===== config.mk =====
export PLATFORM = sky130hd
export DESIGN_NAME = ifetch_queue
export DESIGN_NICKNAME = d
export VERILOG_FILES = /design/src/rtl/ifetch_queue_pkg.sv /design/src/rtl/ifetch_queue_fifo.sv /design/src/rtl/ifetch_queue.sv
export SDC_FILE = /design/constraint.sdc
export NUM_CORES = 1
export LEC_CHECK = 0
export ABC_CLOCK_PERIOD_IN_PS = 3200
export BUFFER_PORTS_ARGS = -buffer_cell sky130_fd_sc_hd__buf_2
export CAP_MARGIN = 20
export CORE_ASPECT_RATIO = 0.6
export CORE_MARGIN = 8
export CORE_UTILIZATION = 57
export DETAILED_ROUTE_END_ITERATION = 8
export PLACE_DENSITY = 0.81
export SYNTH_ARGS = -nofsm -noshare
export SYNTH_HDL_FRONTEND = slang
export SYNTH_SLANG_ARGS = --single-unit

===== constraint.sdc =====
create_clock -name clk -period 3.2 [get_ports clk]
set_input_delay 0.32 -clock clk [delete_from_list [all_inputs] [get_ports clk]]
set_output_delay 0.32 -clock clk [all_outputs]
set_load 0.05 [all_outputs]

===== src/rtl/ifetch_queue_pkg.sv =====
// ifetch_queue_pkg: shared FSM states, pre-decode field constants and control-flow helpers
package ifetch_queue_pkg;
  typedef enum logic [1:0] {
    S_FETCH   = 2'd0,
    S_WAIT    = 2'd1,
    S_BR_WAIT = 2'd2,
    S_DISCARD = 2'd3
  } state_t;
  localparam int INST32_W = 32;
  localparam int INST16_W = 16;
  localparam logic [1:0] Q_RV32 = 2'b11;
  localparam logic [2:0] OP_CF = 3'b110;
  localparam logic [1:0] RVC_Q1 = 2'b01;
  localparam logic [1:0] RVC_Q2 = 2'b10;
  localparam logic [2:0] F3_C_JAL = 3'b001;
  localparam logic [2:0] F3_C_J = 3'b101;
  localparam logic [2:0] F3_C_BEQZ = 3'b110;
  localparam logic [2:0] F3_C_BNEZ = 3'b111;
  localparam logic [2:0] F3_C_JR = 3'b100;
  function automatic logic rv32_cf(input logic [6:0] op);
    return op[1:0] == Q_RV32 && op[6:4] == OP_CF;
  endfunction
  function automatic logic rvc_cf(input logic [15:0] i);
    return (i[1:0] == RVC_Q1 && (i[15:13] == F3_C_JAL || i[15:13] == F3_C_J ||
                                 i[15:13] == F3_C_BEQZ || i[15:13] == F3_C_BNEZ)) ||
           (i[1:0] == RVC_Q2 && i[15:13] == F3_C_JR && i[6:2] == 5'd0 && i[11:7] != 5'd0);
  endfunction
endpackage


===== src/rtl/ifetch_queue_fifo.sv =====
// ifq_fifo: DEPTH-entry circular buffer with synchronous clear, freeze enable and occupancy count
//   clk, rst_n : clock, asynchronous active-low reset
//   en         : global enable, 0 freezes all state
//   clr        : empties the buffer, overriding push/pop
//   push/din   : enqueue (caller guarantees not full unless popping)
//   pop        : dequeue (caller guarantees not empty)
//   dout       : entry at the read pointer, combinational
//   count      : occupancy 0..DEPTH
module ifq_fifo #(
  parameter int DEPTH = 4,
  parameter int W = 8
) (
  input  logic                     clk,
  input  logic                     rst_n,
  input  logic                     en,
  input  logic                     clr,
  input  logic                     push,
  input  logic                     pop,
  input  logic [W-1:0]             din,
  output logic [W-1:0]             dout,
  output logic [$clog2(DEPTH):0]   count
);
  localparam int PW = $clog2(DEPTH);
  localparam int CW = PW + 1;
  logic [W-1:0] mem [DEPTH];
  logic [PW-1:0] rd, wr;
  assign dout = mem[rd];
  always_ff @(posedge clk or negedge rst_n) begin
    if (!rst_n) begin
      rd <= '0;
      wr <= '0;
      count <= '0;
      for (int i = 0; i < DEPTH; i++) mem[i] <= '0;
    end else if (en) begin
      if (clr) begin
        rd <= '0;
        wr <= '0;
        count <= '0;
      end else begin
        if (push) mem[wr] <= din;
        wr <= push ? wr + PW'(1) : wr;
        rd <= pop ? rd + PW'(1) : rd;
        count <= count + CW'(push) - CW'(pop);
      end
    end
  end
  a_no_overflow: assert property (@(posedge clk) disable iff (!rst_n)
    !(en && !clr && push && !pop && count == CW'(DEPTH)));
endmodule


===== src/rtl/ifetch_queue.sv =====
// ifetch_queue: single-outstanding instruction fetch with RV32I/RVC pre-decode and decode FIFO
//   Optional feature macro IFETCH_RVC_EN: when defined, 16-bit instructions are recognised
//   (PC += 2, is_c_out meaningful, compressed control flow stalls fetch); otherwise every
//   response is 32-bit and is_c_out is 0.
//   clk, rst_n_in              : clock, asynchronous active-low reset
//   rdy_in                     : global enable, 0 freezes all state
//   icache_req/pc/rdy/inst     : level request held until the one-cycle response
//   deq_valid/ready, inst_out, pc_out, is_c_out : FIFO head to the decoder
//   pred_en/pred_pc            : pulse when a control-flow instruction is enqueued
//   flush/rob2if               : misprediction redirect, highest priority
//   alu2if_cont/alu2if         : resolved branch target (wins over decoder)
//   dec_upd/dec2if             : decoder-computed jump target
//   count_out                  : FIFO occupancy
module ifetch_queue
  import ifetch_queue_pkg::*;
#(
  parameter int DEPTH = 4,
  parameter int ADDR_W = 32,
  parameter int INST_W = 32,
  parameter logic [ADDR_W-1:0] RESET_PC = '0
) (
  input  logic                     clk,
  input  logic                     rst_n_in,
  input  logic                     rdy_in,
  output logic                     icache_req,
  output logic [ADDR_W-1:0]        icache_pc,
  input  logic                     icache_rdy,
  input  logic [INST_W-1:0]        icache_inst,
  output logic                     deq_valid,
  input  logic                     deq_ready,
  output logic [INST_W-1:0]        inst_out,
  output logic [ADDR_W-1:0]        pc_out,
  output logic                     is_c_out,
  output logic                     pred_en,
  output logic [ADDR_W-1:0]        pred_pc,
  input  logic                     flush,
  input  logic [ADDR_W-1:0]        rob2if,
  input  logic                     alu2if_cont,
  input  logic [ADDR_W-1:0]        alu2if,
  input  logic                     dec_upd,
  input  logic [ADDR_W-1:0]        dec2if,
  output logic [$clog2(DEPTH):0]   count_out
);
  localparam int CW = $clog2(DEPTH) + 1;
  localparam int EW = INST_W + ADDR_W + 1;
  state_t state, state_d;
  logic [ADDR_W-1:0] fetch_pc, fetch_pc_d, req_pc, req_pc_d, pred_pc_d;
  logic pred_en_d, is_c, cf, push, pop;
  logic [INST_W-1:0] inst_ext;
  logic [EW-1:0] head;
`ifdef IFETCH_RVC_EN
  assign is_c = icache_inst[1:0] != Q_RV32;
`else
  assign is_c = 1'b0;
`endif
  assign inst_ext = is_c ? {{(INST_W-INST16_W){1'b0}}, icache_inst[INST16_W-1:0]} : icache_inst;
  assign cf = is_c ? rvc_cf(icache_inst[INST16_W-1:0]) : rv32_cf(icache_inst[6:0]);
  // Gated by reset so the request is low while the FSM is held in FETCH by reset.
  assign icache_req = rst_n_in && (state == S_WAIT || state == S_DISCARD ||
                                   (state == S_FETCH && count_out != CW'(DEPTH)));
  assign icache_pc = state == S_FETCH ? fetch_pc : req_pc;
  assign deq_valid = count_out != '0;
  assign push = state == S_WAIT && icache_rdy && !flush;
  assign pop = deq_ready && deq_valid && !flush;
  assign {inst_out, pc_out, is_c_out} = head;
  always_comb begin
    state_d = state;
    fetch_pc_d = fetch_pc;
    req_pc_d = req_pc;
    pred_en_d = 1'b0;
    pred_pc_d = pred_pc;
    if (flush) begin
      // A request issued this cycle (or still pending) must have its response dropped.
      fetch_pc_d = rob2if;
      req_pc_d = icache_pc;
      state_d = icache_req && !icache_rdy ? S_DISCARD : S_FETCH;
    end else begin
      case (state)
        S_FETCH: if (icache_req) begin
          state_d = S_WAIT;
          req_pc_d = fetch_pc;
        end
        S_WAIT: if (icache_rdy) begin
          state_d = cf ? S_BR_WAIT : S_FETCH;
          fetch_pc_d = req_pc + (is_c ? ADDR_W'(2) : ADDR_W'(4));
          pred_en_d = cf;
          pred_pc_d = cf ? req_pc : pred_pc;
        end
        S_BR_WAIT: if (alu2if_cont || dec_upd) begin
          state_d = S_FETCH;
          fetch_pc_d = alu2if_cont ? alu2if : dec2if;
        end
        S_DISCARD: if (icache_rdy) state_d = S_FETCH;
      endcase
    end
  end
  always_ff @(posedge clk or negedge rst_n_in) begin
    if (!rst_n_in) begin
      state <= S_FETCH;
      fetch_pc <= RESET_PC;
      req_pc <= RESET_PC;
      pred_en <= 1'b0;
      pred_pc <= '0;
    end else if (rdy_in) begin
      state <= state_d;
      fetch_pc <= fetch_pc_d;
      req_pc <= req_pc_d;
      pred_en <= pred_en_d;
      pred_pc <= pred_pc_d;
    end
  end
  ifq_fifo #(.DEPTH(DEPTH), .W(EW)) u_fifo (
    .clk(clk),
    .rst_n(rst_n_in),
    .en(rdy_in),
    .clr(flush),
    .push(push),
    .pop(pop),
    .din({inst_ext, req_pc, is_c}),
    .dout(head),
    .count(count_out)
  );
endmodule

==> results of run 1 <==
[synth_stat cells, drive strengths merged (3+ instances only)]
master,n,area (um^2)
nor3,19,125.1
nand2b,3,18.77
o221ai,7,73.82
clkbuf,42,160.1
nand3,16,102.6
mux2,336,3784
dfrtp,362,9059
nor2b,7,43.79
a221o,3,30.03
o21ai,52,260.3
a21oi,30,150.1
ha,7,87.58
xor2,13,113.9
nor4,5,31.28
buf,63,330.3
nand2,60,225.2
mux4,64,1441
nor2,27,111.4
nand4,10,62.56
a211oi,12,90.09
xnor2,14,122.6
mux2i,21,210.2
inv,16,60.06
a222oi,4,40.04
and3,15,93.84
o2bb2ai,4,35.03
o31ai,3,22.52
[per-layer routing]
layer	wire, um	vias up
met3	3476	78
met4	1068	4
met1	20030	6050
met2	20910	387
met5	23	-
li1	-	5023
[worst reg2reg max path, stage by stage (launching register included)]
cell       delay [ns]
dfrtp_1          0.45
or3_1            0.41
nand2_1          0.12
nor2_1           0.05
ha_1             0.28
inv_1            0.05
ha_1             0.13
inv_1            0.05
fa_1             0.38
xnor2_1          0.20
nor3_1           0.07
a21oi_1          0.12
o2bb2ai_1        0.08
[registers in the layout (all words and copies together) (netlist names)]
register      flops
pred_en           1
u_fifo.mem      256
state             2
u_fifo.wr         2
u_fifo.rd         2
pred_pc          32
req_pc           32
u_fifo.count      3
fetch_pc         32
[cell families (layout without fill, tap and decap cells)]
group	after synthesis	after routing	share of synthesized area (%)
fa+ha+maj	8	8	0.6289
simple gates	170	170	5.163
compound gates	131	131	4.871
other cells	1	4	0.02192
xor+xnor	27	27	1.382
buf+inv	121	370	3.218
flops	362	362	52.95
mux	421	421	31.77
[power by group through the flow]
stage	combinational, uW	sequential (uW)	clock (uW)
floorplan	6310	6710	0
global placement	7570	7380	0
detailed placement	7710	7510	0
CTS	7740	7450	4120
global route	8090	7690	4290
finish	7670	7500	4040
[per-stage QoR]
step | setup WS, ns | std cells | hold slack [ns] | instance area [um^2]
6_report | 0.3881 | 1901 | 0.06375 | 19980
5_1_grt | 0.2856 | 1900 | 0.06883 | 19970
4_1_cts | 0.3549 | 1898 | 0.05334 | 19970
3_5_place_dp | 0.6955 | 1838 | 0.2267 | 18870
3_3_place_gp | 0.7335 | 1838 | 0.2289 | 18870
2_1_floorplan | 0.2787 | 1241 | 0.02441 | 17110
[repair_timing]
item / 4_1_cts / 5_1_grt
hold buffers: 1 / 0
endpoints found under the hold margin: 34 / 0
resized for setup: 0 / 0
setup endpoints to repair: 0 / 0
[worst paths after layout]
check / from / end / slack (ns)
worst max-delay path: state[0] / icache_pc[31] / 0.39
worst min-delay path: rob2if[9] / fetch_pc[9] / 0.06
worst max register to register: u_fifo.count[1] / u_fifo.count[2] / 0.68
worst min register to register: pred_pc[7] / pred_pc[7] / 0.47
max in group asynchronous: rst_n_in / fetch_pc[26] / 1.59
min in group asynchronous: rst_n_in / u_fifo.mem[177] / 0.29
[final cells by class]
cell class                 count  area, um^2  area share [%]
antenna                        3       7.507         0.03758
multi-input combinational    758        7572           37.91
sequential                   362        9066           45.39
inverter                      16       60.06          0.3007
tap                          408       510.5           2.556
clock buffer                  52        1022           5.117
clock inverter                 7       70.07          0.3508
timing repair buffer         295        1667           8.343
==> metrics.md, run 1 <==
| Metric | Value |
|---|---|
| Ratio of cells with drive above 1 in the final layout | `51.61%` |
| Critical path depth | `4` |
| TritonCTS clock tree | `yes` |
| Row count | `49` |
| Pwr dens | `961.4 nW/um^2` |
| HP Class | `input port to flop` |
| Die extent in y | `150.2 um` |
| Iter 0 DRT Violations | `1019` |
| Synth warn | `0` |
| CP top delay family | `buffers and inverters` |
| Nets | `1612` |
| DRC Markers | `0` |
| CP peak stage delay | `0.49 ns` |
| Pleak | `0.009787 uW` |
| Switching share of power | `41.68%` |
| DRT Pass-1 Iters | `7` |
| First-pass GRT wire length | `71.60 mm` |
| Setup Buffers After CTS | `0` |
| Routed wire per std cell | `23.94 um` |
| Vias in the first global route | `12.41k` |
| Syn Area/Cell | `13.79 um^2` |
| Worst slew pin tran | `1.092 ns` |
| Die width | `239.7 um` |
| Commonest cells after routing, fill and taps aside | `dfrtp_1 (360), mux2_2 (336), buf_2 (268), mux4_2 (64), nand2_1 (56)` |
| Hold Path Depth | `3` |
| Met2 Use GR | `38.79%` |
| Synthesized cell area | `17110 um^2` |
| Io pins | `271` |
| WP data required | `2.88 ns` |
| Number of clock sinks | `362` |
| Outcome | `complete, no violations` |
| Final Cycle Share | `87.87%` |
| Filler cell count | `2065` |
| CP max-delay cell | `dfrtp_1` |
| Minimum clock period | `2.812 ns` |
| Max-slew violation count | `0` |
| Final setup fails | `0` |
| Critical Path Start Type | `flop` |
| #FFs+latches synth | `362` |
| RSZ-0062 raised after global routing | `false` |
| Comb power frac | `40.0%` |
| Routed vias | `11.54k` |
| Largest net degree at the start of global routing | `187` |
| M3 GR Usage | `6.527%` |
| Core area | `29730 um^2` |
| Netlist cell types | `59` |
| Post-layout util | `67.18%` |
| Post-route setup TNS | `0 ns` |
| Cells after synthesis | `1241` |
| Clock buffer count from CTS | `35` |
| Initial antenna violation count | `5` |
| Most common cell after layout, fill and taps aside | `dfrtp_1` |
| Cell internal pwr | `11200 uW` |
| EDFF count, synth | `0` |
| R2R depth | `12` |
| Busiest metal layer after global routing | `met2` |
| Critical Path Fanout Max | `29` |
| VDD IR max | `0.5691 mV` |
| Crit-path cells | `nor2_4 -> buf_4 -> mux2_2 -> buf_2` |
| Global routing usage on met1 | `35.89%` |
| Clock Power Share | `21.0%` |
| Net Switching | `8003 uW` |
| WL final | `45.51 mm` |
| Setup crit end kind | `primary output` |
| Net Count, Synth | `1385` |
| Final ANT Viol Nets | `0` |
| Total power | `19200 uW` |
| Crit Path Category | `flop to primary output` |
| Fmax | `355.6 MHz` |
| Routability Congestion | `0.8306` |
| P&R area growth vs syn | `16.75%` |
| CTS root buf | `clkbuf_16` |
| Part of the power in registers | `39.0%` |
| Final HPWL DP | `31.25 mm` |
| Via-to-Cell Ratio | `6.072` |
| Data arrival, critical path | `2.49 ns` |
| Ys flop type | `dfrtp_1` |
| H-tree levels | `2` |
| Rel. slew slack | `27.11%` |
| Clock Path Buffers | `3` |
| Die ar. | `36000 um^2` |
| Final hold violations | `0` |
| Max-cap viol count | `0` |
| Initial Util | `57.54%` |
| Port bufs | `269` |
| Skew-Pair Late Insertion Delay | `0.53 ns` |
| Async SR Flop Fraction | `100.0%` |
| Global route overflow | `0` |
| Clock Skews | `0.01934 ns` |
| Register area share after synthesis | `52.95%` |
| Reg clk slew, reported paths | `0.07 ns` |
| WP buf/inv | `2` |
| Gr usage total | `25.39%` |
(Power assumes the default switching activity.)
==> run 2, diff against run 1 <==
--- a/config.mk
+++ b/config.mk
@@ -8,7 +8,7 @@
 export ABC_CLOCK_PERIOD_IN_PS = 3200
 export BUFFER_PORTS_ARGS = -buffer_cell sky130_fd_sc_hd__buf_2
 export CAP_MARGIN = 20
-export CORE_ASPECT_RATIO = 0.6
+export CORE_ASPECT_RATIO = 1.75
 export CORE_MARGIN = 8
 export CORE_UTILIZATION = 57
 export DETAILED_ROUTE_END_ITERATION = 8
==> run 2 against run 1 <==
Against the previous run:
- clock skew down 0.010 ns
- clock power is 3% lower
- combinational power about the same
- die area about the same
- final cell count decreased by 0.53%
- global-route usage fell by 0.79 points
- worst setup slack improved by 0.034 ns
- critical path type unchanged
- largest cell class unchanged
- largest power group unchanged
==> metrics.md, run 2 (synthesized netlist as in run 1, its figures left out) <==
| Metric | Value |
|---|---|
| Row count | `84` |
| Total power | `19000 uW` |
| Data arrival, critical path | `2.46 ns` |
| Vias in the first global route | `12.45k` |
| WP data required | `2.88 ns` |
| Crit Path Category | `flop to primary output` |
| Pleak | `0.009812 uW` |
| Crit-path cells | `buf_12 -> mux4_2 -> buf_2` |
| Final setup fails | `0` |
| Die width | `147.0 um` |
| Filler cell count | `2145` |
| Commonest cells after routing, fill and taps aside | `dfrtp_1 (360), mux2_2 (336), buf_2 (268), mux4_2 (64), nand2_1 (56)` |
| Multi-input gate area | `7572 um^2` |
| VDD IR max | `0.6920 mV` |
| Io pins | `271` |
| Global route overflow | `0` |
| Skew-Pair Late Insertion Delay | `0.57 ns` |
| Setup crit end kind | `primary output` |
| Global routing usage on met1 | `28.05%` |
| Hold_ws | `0.01671 ns` |
| Die ar. | `36030 um^2` |
| Initial antenna violation count | `0` |
| Storage cell area | `9066 um^2` |
| HP Class | `input port to flop` |
| Largest net degree at the start of global routing | `156` |
| Clock Skews | `0.008856 ns` |
| Die extent in y | `245.2 um` |
| Most common cell after layout, fill and taps aside | `dfrtp_1` |
| P&R area growth vs syn | `16.96%` |
| Pwr dens | `949.3 nW/um^2` |
| Routed wire per std cell | `23.59 um` |
| Clock buffer count from CTS | `31` |
| Clock Path Buffers | `3` |
| Reg clk slew, reported paths | `0.07 ns` |
| Max-slew violation count | `0` |
| Nets | `1622` |
| DRT Pass-1 Iters | `5` |
| Routed vias | `11.36k` |
| WL final | `44.60 mm` |
| CP peak stage delay | `0.68 ns` |
| Worst slew pin tran | `1.041 ns` |
| Ratio of cells with drive above 1 in the final layout | `51.43%` |
| CTS root buf | `clkbuf_16` |
| Outcome | `complete, no violations` |
| Routability Congestion | `0.8541` |
| Gr usage total | `24.61%` |
| Register name with the most flops | `u_fifo.mem` |
| DRC Markers | `0` |
| Critical Path Start Type | `flop` |
| First-pass GRT wire length | `69.91 mm` |
| Core area | `29850 um^2` |
| CP max-delay cell | `dfrtp_4` |
| Final hold violations | `0` |
| Post-route setup TNS | `0 ns` |
| Final HPWL DP | `30.27 mm` |
| RSZ-0062 raised after global routing | `false` |
| Critical Path Fanout Max | `35` |
| TritonCTS clock tree | `yes` |
| Fmax | `360.0 MHz` |
| Iter 0 DRT Violations | `766` |
| Dpl cells | `1821` |
| M3 GR Usage | `4.794%` |
| Largest register FFs | `256` |
| Setup Buffers After CTS | `0` |
| Minimum clock period | `2.778 ns` |
| Final Cycle Share | `86.80%` |
| Finished Layout Cells | `1891` |
| H-tree levels | `1` |
| Number of clock sinks | `362` |
| Met2 Use GR | `43.51%` |
| Max-cap viol count | `0` |
| Busiest metal layer after global routing | `met2` |
| Via-to-Cell Ratio | `6.006` |
| Initial Util | `57.32%` |
| Rel. slew slack | `30.61%` |
| Port bufs | `269` |
| Final ANT Viol Nets | `0` |
[run 2: cell types whose count changed in the layout (fill, tap and decap cells not counted)]
cell	delta
diode_2	-2
bufinv_16	+2
clkbuf_16	-6
buf_4	+6
clkbuf_8	+4
dlygate4sd3_1	+10
buf_12	-2
clkbuf_1	-1
[run 2: per-layer routing]
metal | wire, um | vias to the layer above | part of all wire (%)
li1 | - | 5019 | -
met1 | 16190 | 5911 | 36
met2 | 23860 | 334 | 53
met3 | 2536 | 93 | 5.7
met4 | 2021 | 0 | 4.5
met5 | 0 | - | 0
[run 2: worst max-delay path, delay by kind of cell (launching register included)]
family / cells / cell delay, ns
DFF: 1 / 0.68
muxes: 1 / 0.60
buffers and inverters: 2 / 0.57
[run 2: path summary, 6_finish.rpt]
path,start,end,slack (ns),cells past startpoint
min reg2reg,u_fifo.mem[90],u_fifo.mem[90],0.48,2
min in group asynchronous,rst_n_in,u_fifo.mem[243],0.18,2
max reg2reg,u_fifo.count[1],u_fifo.count[2],0.66,12
min,rob2if[22],fetch_pc[22],0.02,3
max in group asynchronous,rst_n_in,u_fifo.mem[42],1.87,3
max,u_fifo.rd[0],inst_out[17],0.42,3
[run 2: final cells by class]
type,instances,share of cell area (%)
Multi-Input combinational cell,758,37.84
Clock buffer,49,4.615
Timing Repair Buffer,309,8.854
Tap cell,387,2.420
Antenna cell,1,0.01251
Clock inverter,9,0.6503
Inverter,16,0.3001
Sequential cell,362,45.31
[run 2: timing repair]
item                                   4_1_cts  5_1_grt
hold buffers                                11        0
endpoints found under the hold margin       32        0
gates resized for setup                      0        0
[run 2: report_power, final]
| group | internal [uW] | leakage, uW | switching [uW] |
|---|---|---|---|
| Combinational | 2910 | 0.00448 | 4730 |
| Sequential | 6010 | 0.00482 | 1450 |
| Clock | 2220 | 0.000514 | 1680 |
[run 2: stage by stage]
step | instance area, um^2 | util (%) | setup WS, ns
after global placement | 18840 | 63.13 | 0.7584
final | 20010 | 67.04 | 0.4223
after floorplan | 17110 | - | 0.2787
after detailed placement | 18840 | 63.13 | 0.7015
after global routing | 20010 | 67.03 | 0.3136
after CTS | 20010 | 67.03 | 0.3618
